`config.mk`:
```
export PLATFORM = sky130hd
export DESIGN_NAME = reg_status_file_flat
export DESIGN_NICKNAME = d
export VERILOG_FILES = /design/src/rtl/reg_status_file_if.sv /design/src/rtl/reg_status_file.sv /design/src/flat_wrapper.sv
export SDC_FILE = /design/constraint.sdc
export NUM_CORES = 2
export LEC_CHECK = 0
export BUFFER_PORTS_ARGS = -buffer_cell sky130_fd_sc_hd__buf_2
export CORE_UTILIZATION = 60
export CTS_BUF_LIST = sky130_fd_sc_hd__clkbuf_4 sky130_fd_sc_hd__clkbuf_8 sky130_fd_sc_hd__clkbuf_16
export DETAILED_ROUTE_END_ITERATION = 8
export PLACE_DENSITY = 0.77
export SETUP_SLACK_MARGIN = 0.1
export SYNTH_ARGS = -nofsm -noshare
export SYNTH_HDL_FRONTEND = slang
export SYNTH_SLANG_ARGS = --single-unit
```
`constraint.sdc`:
```
create_clock -name clk -period 10.5 [get_ports clk]
set_input_delay 1.575 -clock clk [delete_from_list [all_inputs] [get_ports clk]]
set_output_delay 1.575 -clock clk [all_outputs]
set_load 0.02 [all_outputs]
```
`src/rtl/reg_status_file_if.sv`:
```
// Decoder/ROB-facing bus of the architectural register file and rename-status table.
// The master side drives lookups, issue, commit and flush; the slave side is the register file.
interface reg_status_file_if #(
    parameter int REG_W  = 5,
    parameter int DATA_W = 32,
    parameter int TAG_W  = 4
);
    logic [REG_W-1:0]  rs1_decoder;
    logic              rs1_busy;
    logic [DATA_W-1:0] rs1_data;
    logic [TAG_W-1:0]  rs1_tag;

    logic [REG_W-1:0]  rs2_decoder;
    logic              rs2_busy;
    logic [DATA_W-1:0] rs2_data;
    logic [TAG_W-1:0]  rs2_tag;

    logic              if_issue;
    logic [REG_W-1:0]  rd_decoder;
    logic [TAG_W-1:0]  tag_issue;

    logic              if_commit;
    logic [REG_W-1:0]  pos_commit;
    logic [DATA_W-1:0] data_commit;
    logic [TAG_W-1:0]  tag_commit;

    logic              if_flush;

    modport master (
        output rs1_decoder, rs2_decoder,
        output if_issue, rd_decoder, tag_issue,
        output if_commit, pos_commit, data_commit, tag_commit,
        output if_flush,
        input  rs1_busy, rs1_data, rs1_tag,
        input  rs2_busy, rs2_data, rs2_tag
    );

    modport slave (
        input  rs1_decoder, rs2_decoder,
        input  if_issue, rd_decoder, tag_issue,
        input  if_commit, pos_commit, data_commit, tag_commit,
        input  if_flush,
        output rs1_busy, rs1_data, rs1_tag,
        output rs2_busy, rs2_data, rs2_tag
    );
endinterface

```
`src/rtl/reg_status_file.sv`:
```
// Architectural register file with per-register rename status (busy + producing ROB tag).
// Retires ROB commits, records rename tags on issue and drops all renames on a flush.
module reg_status_file #(
    parameter int REG_NUM = 32,
    parameter int REG_W   = 5,
    parameter int DATA_W  = 32,
    parameter int TAG_W   = 4
) (
    input logic              clk,
    input logic              rst,
    input logic              rdy,
    reg_status_file_if.slave bus
);

    logic [DATA_W-1:0] data_q [REG_NUM];
    logic              busy_q [REG_NUM];
    logic [TAG_W-1:0]  tag_q  [REG_NUM];

    logic [REG_W-1:0]  rd_idx  [2];
    logic              rd_busy [2];
    logic [DATA_W-1:0] rd_data [2];
    logic [TAG_W-1:0]  rd_tag  [2];

    logic commit_valid;
    logic commit_clears;
    logic issue_valid;

    assign rd_idx[0] = bus.rs1_decoder;
    assign rd_idx[1] = bus.rs2_decoder;

    // Reads see pre-edge state, except that a matching commit is forwarded in the same cycle.
    for (genvar p = 0; p < 2; p++) begin : g_read
        always_comb begin
            rd_busy[p] = 1'b0;
            rd_data[p] = '0;
            rd_tag[p]  = '0;
            if (rd_idx[p] != '0) begin
                rd_busy[p] = busy_q[rd_idx[p]];
                rd_data[p] = data_q[rd_idx[p]];
                rd_tag[p]  = tag_q[rd_idx[p]];
                if (bus.if_commit && (bus.pos_commit == rd_idx[p]) &&
                    busy_q[rd_idx[p]] && (tag_q[rd_idx[p]] == bus.tag_commit)) begin
                    rd_busy[p] = 1'b0;
                    rd_data[p] = bus.data_commit;
                end
            end
        end
    end

    assign bus.rs1_busy = rd_busy[0];
    assign bus.rs1_data = rd_data[0];
    assign bus.rs1_tag  = rd_tag[0];
    assign bus.rs2_busy = rd_busy[1];
    assign bus.rs2_data = rd_data[1];
    assign bus.rs2_tag  = rd_tag[1];

    assign commit_valid  = bus.if_commit && (bus.pos_commit != '0);
    assign commit_clears = commit_valid && busy_q[bus.pos_commit] &&
                           (tag_q[bus.pos_commit] == bus.tag_commit);
    assign issue_valid   = bus.if_issue && (bus.rd_decoder != '0) && !bus.if_flush;

    // Later assignments win: flush clear, then commit clear, then issue set.
    always_ff @(posedge clk) begin
        if (!rst) begin
            for (int i = 0; i < REG_NUM; i++) begin
                data_q[i] <= '0;
                busy_q[i] <= 1'b0;
                tag_q[i]  <= '0;
            end
        end else if (rdy) begin
            if (bus.if_flush) begin
                for (int i = 0; i < REG_NUM; i++) begin
                    busy_q[i] <= 1'b0;
                end
            end
            if (commit_valid) begin
                data_q[bus.pos_commit] <= bus.data_commit;
            end
            if (commit_clears) begin
                busy_q[bus.pos_commit] <= 1'b0;
            end
            if (issue_valid) begin
                busy_q[bus.rd_decoder] <= 1'b1;
                tag_q[bus.rd_decoder]  <= bus.tag_issue;
            end
        end
    end

endmodule

```
`src/flat_wrapper.sv`:
```
// flat-port wrapper written by rule: the top's interface ports become plain ports
module reg_status_file_flat 
#(
    parameter int REG_NUM = 32,
    parameter int REG_W   = 5,
    parameter int DATA_W  = 32,
    parameter int TAG_W   = 4
)
  (clk, rst, rdy, bus_rs1_decoder, bus_rs2_decoder, bus_if_issue, bus_rd_decoder, bus_tag_issue, bus_if_commit, bus_pos_commit, bus_data_commit, bus_tag_commit, bus_if_flush, bus_rs1_busy, bus_rs1_data, bus_rs1_tag, bus_rs2_busy, bus_rs2_data, bus_rs2_tag);
  reg_status_file_if #(.REG_W(REG_W), .DATA_W(DATA_W), .TAG_W(TAG_W)) bus_i ();
  input logic clk;
  input logic rst;
  input logic rdy;
  input wire logic [$bits(bus_i.rs1_decoder)-1:0] bus_rs1_decoder;
  input wire logic [$bits(bus_i.rs2_decoder)-1:0] bus_rs2_decoder;
  input wire logic [$bits(bus_i.if_issue)-1:0] bus_if_issue;
  input wire logic [$bits(bus_i.rd_decoder)-1:0] bus_rd_decoder;
  input wire logic [$bits(bus_i.tag_issue)-1:0] bus_tag_issue;
  input wire logic [$bits(bus_i.if_commit)-1:0] bus_if_commit;
  input wire logic [$bits(bus_i.pos_commit)-1:0] bus_pos_commit;
  input wire logic [$bits(bus_i.data_commit)-1:0] bus_data_commit;
  input wire logic [$bits(bus_i.tag_commit)-1:0] bus_tag_commit;
  input wire logic [$bits(bus_i.if_flush)-1:0] bus_if_flush;
  output wire logic [$bits(bus_i.rs1_busy)-1:0] bus_rs1_busy;
  output wire logic [$bits(bus_i.rs1_data)-1:0] bus_rs1_data;
  output wire logic [$bits(bus_i.rs1_tag)-1:0] bus_rs1_tag;
  output wire logic [$bits(bus_i.rs2_busy)-1:0] bus_rs2_busy;
  output wire logic [$bits(bus_i.rs2_data)-1:0] bus_rs2_data;
  output wire logic [$bits(bus_i.rs2_tag)-1:0] bus_rs2_tag;
  assign bus_i.rs1_decoder = bus_rs1_decoder;
  assign bus_i.rs2_decoder = bus_rs2_decoder;
  assign bus_i.if_issue = bus_if_issue;
  assign bus_i.rd_decoder = bus_rd_decoder;
  assign bus_i.tag_issue = bus_tag_issue;
  assign bus_i.if_commit = bus_if_commit;
  assign bus_i.pos_commit = bus_pos_commit;
  assign bus_i.data_commit = bus_data_commit;
  assign bus_i.tag_commit = bus_tag_commit;
  assign bus_i.if_flush = bus_if_flush;
  assign bus_rs1_busy = bus_i.rs1_busy;
  assign bus_rs1_data = bus_i.rs1_data;
  assign bus_rs1_tag = bus_i.rs1_tag;
  assign bus_rs2_busy = bus_i.rs2_busy;
  assign bus_rs2_data = bus_i.rs2_data;
  assign bus_rs2_tag = bus_i.rs2_tag;
  reg_status_file #(.REG_NUM(REG_NUM), .REG_W(REG_W), .DATA_W(DATA_W), .TAG_W(TAG_W)) u_core (.clk(clk), .rst(rst), .rdy(rdy), .bus(bus_i));
endmodule
```
; Yosys cells after proc, flatten, opt, wreduce, memory -nomap -nowiden
; Memory sizes are Yosys's and may differ from the RTL's.
; Cells that the tools add are included.
[word_totals]
mem_count = 3
romBits = 0
in_bits = 66
elab_cells = 131
latch_bits = 0
ff_bits = 0
ram_bits = 1184
[op_classes]
eq_ne = 6
bitwise_logic = 35
n_mux = 68
reduce_logical = 19
order_cmp = 0
n_mul = 0
addsub = 0
n_div = 0
n_shift = 0
[memory_table]
columns = name, words, word_bits, rd, rd_clocked_by_memory_dff, write_ports, line
row1 = u_core.data_q, 32, 32, 2, 0, 32, reg_status_file.sv:15  ; logic [DATA_W-1:0] data_q [REG_NUM];
row2 = u_core.tag_q, 32, 4, 3, 0, 32, reg_status_file.sv:17  ; logic [TAG_W-1:0] tag_q [REG_NUM];
row3 = u_core.busy_q, 32, 1, 3, 0, 33, reg_status_file.sv:16  ; logic busy_q [REG_NUM];
[op_table]
columns = op, n
row1 = $mux W32, 5
row2 = $mux W1, 57
row3 = $or A1 B1 Y1, 32
row4 = $reduce_or A32 Y1, 1
row5 = $reduce_bool A5 Y1, 4
row6 = $eq A5 B5 Y1, 3
row7 = $mux W5, 3
row8 = $eq A4 B4 Y1, 3
row9 = $mux W4, 3
row10 = $logic_and A1 B1 Y1, 11
row11 = $reduce_or A4 Y1, 1
row12 = $and A1 B1 Y1, 2
row13 = $logic_not A1 Y1, 1
row14 = $not A1 Y1, 1
row15 = $reduce_or A1 Y1, 1

; Longest topological paths before layout
[logic_depth]
ltp_word = 10
ltp_mapped = 12

; Worst setup path before layout
; OpenSTA, ideal clock, no wires.
[synth_timing]
path_type = input to output
from = input port bus_rs2_decoder[1]
to = output port bus_rs2_data[10]
n_path_buf = 2
stages = 8
required_ns = 8.925
t_arrival_ns = 4.311
slack_ns = 4.614
cell_sequence = clkbuf_1 -> mux4_2 -> mux4_2 -> mux2i_4 -> xnor2_1 -> nor4_4 -> buf_6 -> mux2i_1
[synth_via]
elab_chain_cells = 6
word_cells_on_any_way = 11
[synth_lines]
columns = item, line
row1 = from (decl), flat_wrapper.sv:15  ; input wire logic [$bits(bus_i.rs2_decoder)-1:0] bus_rs2_decoder;
row2 = "parallel branches: the longest is 5 deep, another holds $mem_v2 Z32 W4", --
row3 = $mux W32 (*), reg_status_file.sv:37  ; if (rd_idx[p] != '0) begin
row4 = to (decl), flat_wrapper.sv:28  ; output wire logic [$bits(bus_i.rs2_data)-1:0] bus_rs2_data;
; Mark *: on every way between the ends.

; Worst setup path in the final report
[layout_timing]
from = input port bus_rs1_decoder[0]
to = output port bus_rs1_data[0]
[layout_via]
elab_chain_cells = 6
word_cells_on_any_way = 11
[layout_lines]
columns = item, line
row1 = from (decl), flat_wrapper.sv:14  ; input wire logic [$bits(bus_i.rs1_decoder)-1:0] bus_rs1_decoder;
row2 = "parallel branches: the longest is 5 deep, another holds $mem_v2 Z32 W4", --
row3 = $mux W32 (*), reg_status_file.sv:37
row4 = to (decl), flat_wrapper.sv:25  ; output wire logic [$bits(bus_i.rs1_data)-1:0] bus_rs1_data;
; Marked as above.

==> metrics <==
Num Clock Sinks=1184; RePlAce Congestion=just under 1; PortBufs=139; clock root buffer=clkbuf_16; slew of the pin with the lowest slew margin=~1.3 ns; Seq/Total Area, Yosys=53.6%; IO Pins=140; leading cell types by count after synthesis=1152 x edfxtp_1, 1000 x and2_1, 752 x mux4_2, 343 x clkbuf_1, 172 x nand2_1; Placed Area=between 0.06 and 0.07 mm^2; Synth Area per Inst=between 15 and 20 um^2; Yosys top cell by area=edfxtp_1; initial core utilization=roughly three fifths; final WL=211000 um; EDFF count, synth=approximately 1200; DR vias=approximately 43000; crit path max fanout=107; Final Critical Period=about 7.4 ns; setup_tns=0 ns; TritonCTS Buffers=between 100 and 150; Clock Skew=between 0.008 and 0.009 ns; DR iter-0 viols=around 7400; first-pass GRT wire length=between 300000 and 400000 um; Setup CP Type=in -> out; Most used DFF post-synth=edfxtp_1; max-slew violations=0; Die ar.=~0.11 mm^2; count of final setup violators=0; initial antenna violation count=11; Syn Std Cell Area=approximately 0.066 mm^2; nature of the critical path endpoint=output pin; Synthesis Warnings=0; Post-Synthesis Cells=approximately 4200; Area contributors post-synth=edfxtp_1 53%, mux4_2 26%, and2_1 9.5%; fmax=136 MHz; finished layout cell area=0.0720 mm^2; cts repair resizes=0; pin count of the biggest net entering global routing=between 100 and 150; final hold vios=0; Initial DRT Pass Iterations=8; Std-Cell Rows=about 120; CTS clk-pin slew, worst paths=0.06 ns; status=finished, final reports clean; RSZ-0062 raised after global routing=false; Synth cell types=between 50 and 60; global route overflow=0; Routed WL per cell=37.0 um; final hold slack=~0.51 ns; async set or reset register ratio after synthesis=0%; core area=0.109 mm^2; DRC errors left=0; chip height=about 330 um; synthesis-stage register bit count=around 1200; Tcrit/Tclk final=70.2%; buffer depth of the longest clock path=3; vias in the first global route=approximately 42000; Min-Delay Path Class=reg -> reg; power per cell area=between 150 and 200 mW/mm^2; clock tree from TritonCTS=done; startpoint types=input pin; vias per cell=~7.5; Layout area overhead=9.54%; most common cell in the netlist=edfxtp_1; Peak VDD IR=approximately 0.00016 V; CTS Hold Bufs=0; share of layout cells above drive strength 1=approximately 30%; slew margin rel.=approximately an eighth; CTS H-tree lvls=4; Die X=333 um; Setup Fix Bufs, Post-CTS=0; worst path required time=between 8 and 9 ns; GR Util All Layers=38.5%; worst-skew pair later-pin latency=~0.76 ns; Detailed Place HPWL=around 110000 um; Synth top area share=52.6%; Leakage=approximately 25 nW; Final ANT Viol Nets=0; Net count, final=4237; number of max-cap violations=0; WP data arrival=between 5 and 6 ns
## worst max-delay path, cell delays in order
cell and delay, ns:
buf_8 0.52, buf_12 0.70, buf_4 0.83, mux4_2 0.61, mux4_2 0.45, nand2b_1 0.16
o211ai_1 0.28, mux2i_1 0.16, buf_2 0.20
## state kept, by name, indices dropped and copies added, names as in the netlist
signal         cells
u_core.busy_q     32
u_core.data_q   1024
u_core.tag_q     128
## routing by layer
metal / up-vias / global-route usage, % / part of all wire, % / wire length, um
met2: 3910 / 58.0 / 46 / 97100
met4: 0 / 21.2 / 6.2 / 13000
li1: 16400 / - / - / -
met5: - / 0 / 0 / 0
met3: 778 / 10.8 / 15 / 30700
met1: 21600 / 51.1 / 33 / 70100
## layout by cell type (no fill, tap or decap), types with 13 or more instances in the layout
| cell | n |
|---|---|
| buf_4 | 99 |
| conb_1 | 36 |
| buf_2 | 128 |
| clkinv_2 | 13 |
| mux4_2 | 752 |
| nand2b_1 | 70 |
| o21ai_0 | 34 |
| a22oi_1 | 26 |
| o211ai_1 | 65 |
| clkbuf_16 | 134 |
| and2_1 | 1000 |
| dfxtp_1 | 32 |
| mux2i_1 | 85 |
| o21ai_4 | 30 |
| nand3_1 | 15 |
| nor2_4 | 30 |
| edfxtp_1 | 1152 |
| clkbuf_4 | 34 |
| nor2_1 | 20 |
| nor4_1 | 35 |
| nand2_1 | 172 |
| clkinv_1 | 24 |
| and3_1 | 126 |
## where the power goes
group | switching [mW] | leakage, nW | internal [mW] | total (mW)
Clock | 1.93 | 2.07 | 2.60 | 4.54
Sequential | 0.138 | 11.2 | 5.43 | 5.57
Combinational | 0.823 | 11.3 | 0.647 | 1.47
Total | 2.89 | 24.6 | 8.68 | 11.6
## logic make-up after synthesis
logic type / after synthesis / share of synthesized area (%)
other cells: 1 / 0.00571
simple gates: 1524 / 13.7
buf+inv: 484 / 3.05
xor+xnor: 18 / 0.240
flops: 1184 / 53.6
mux: 854 / 27.6
compound gates: 179 / 1.79
## final cells by class
type / instances / area [um^2]
repair buffers: 238 / 1570
flip-flops and latches: 1184 / 35200
clock buffers: 170 / 3640
multi-input cells: 2611 / 29200
clock inverters: 62 / 539
fillers: 7279 / 36700
diodes: 10 / 25.0
well taps: 1414 / 1770
inverters: 6 / 22.5
## through the flow
step	cells	total power, mW	worst slack [ns]	util, %
4_1_cts	5685	11.5	3.05	66.2
6_report	5695	11.6	3.13	66.2
3_3_place_gp	5453	7.06	3.11	62.4
5_1_grt	5691	11.8	2.87	66.2
3_5_place_dp	5453	7.09	3.08	62.4
2_1_floorplan	4279	6.60	4.61	-
## final timing paths
kind / startpoint / endpoint / slack, ns / cells past startpoint
worst min-delay path: u_core.busy_q[12] / u_core.busy_q[12] / 0.51 / 2
worst max register to register: u_core.tag_q[18][3] / u_core.busy_q[3] / 7.04 / 7
worst min register to register: u_core.busy_q[12] / u_core.busy_q[12] / 0.51 / 2
worst max-delay path: bus_rs1_decoder[0] / bus_rs1_data[0] / 3.13 / 9
No activity file was read; power rests on OpenSTA's default activity.
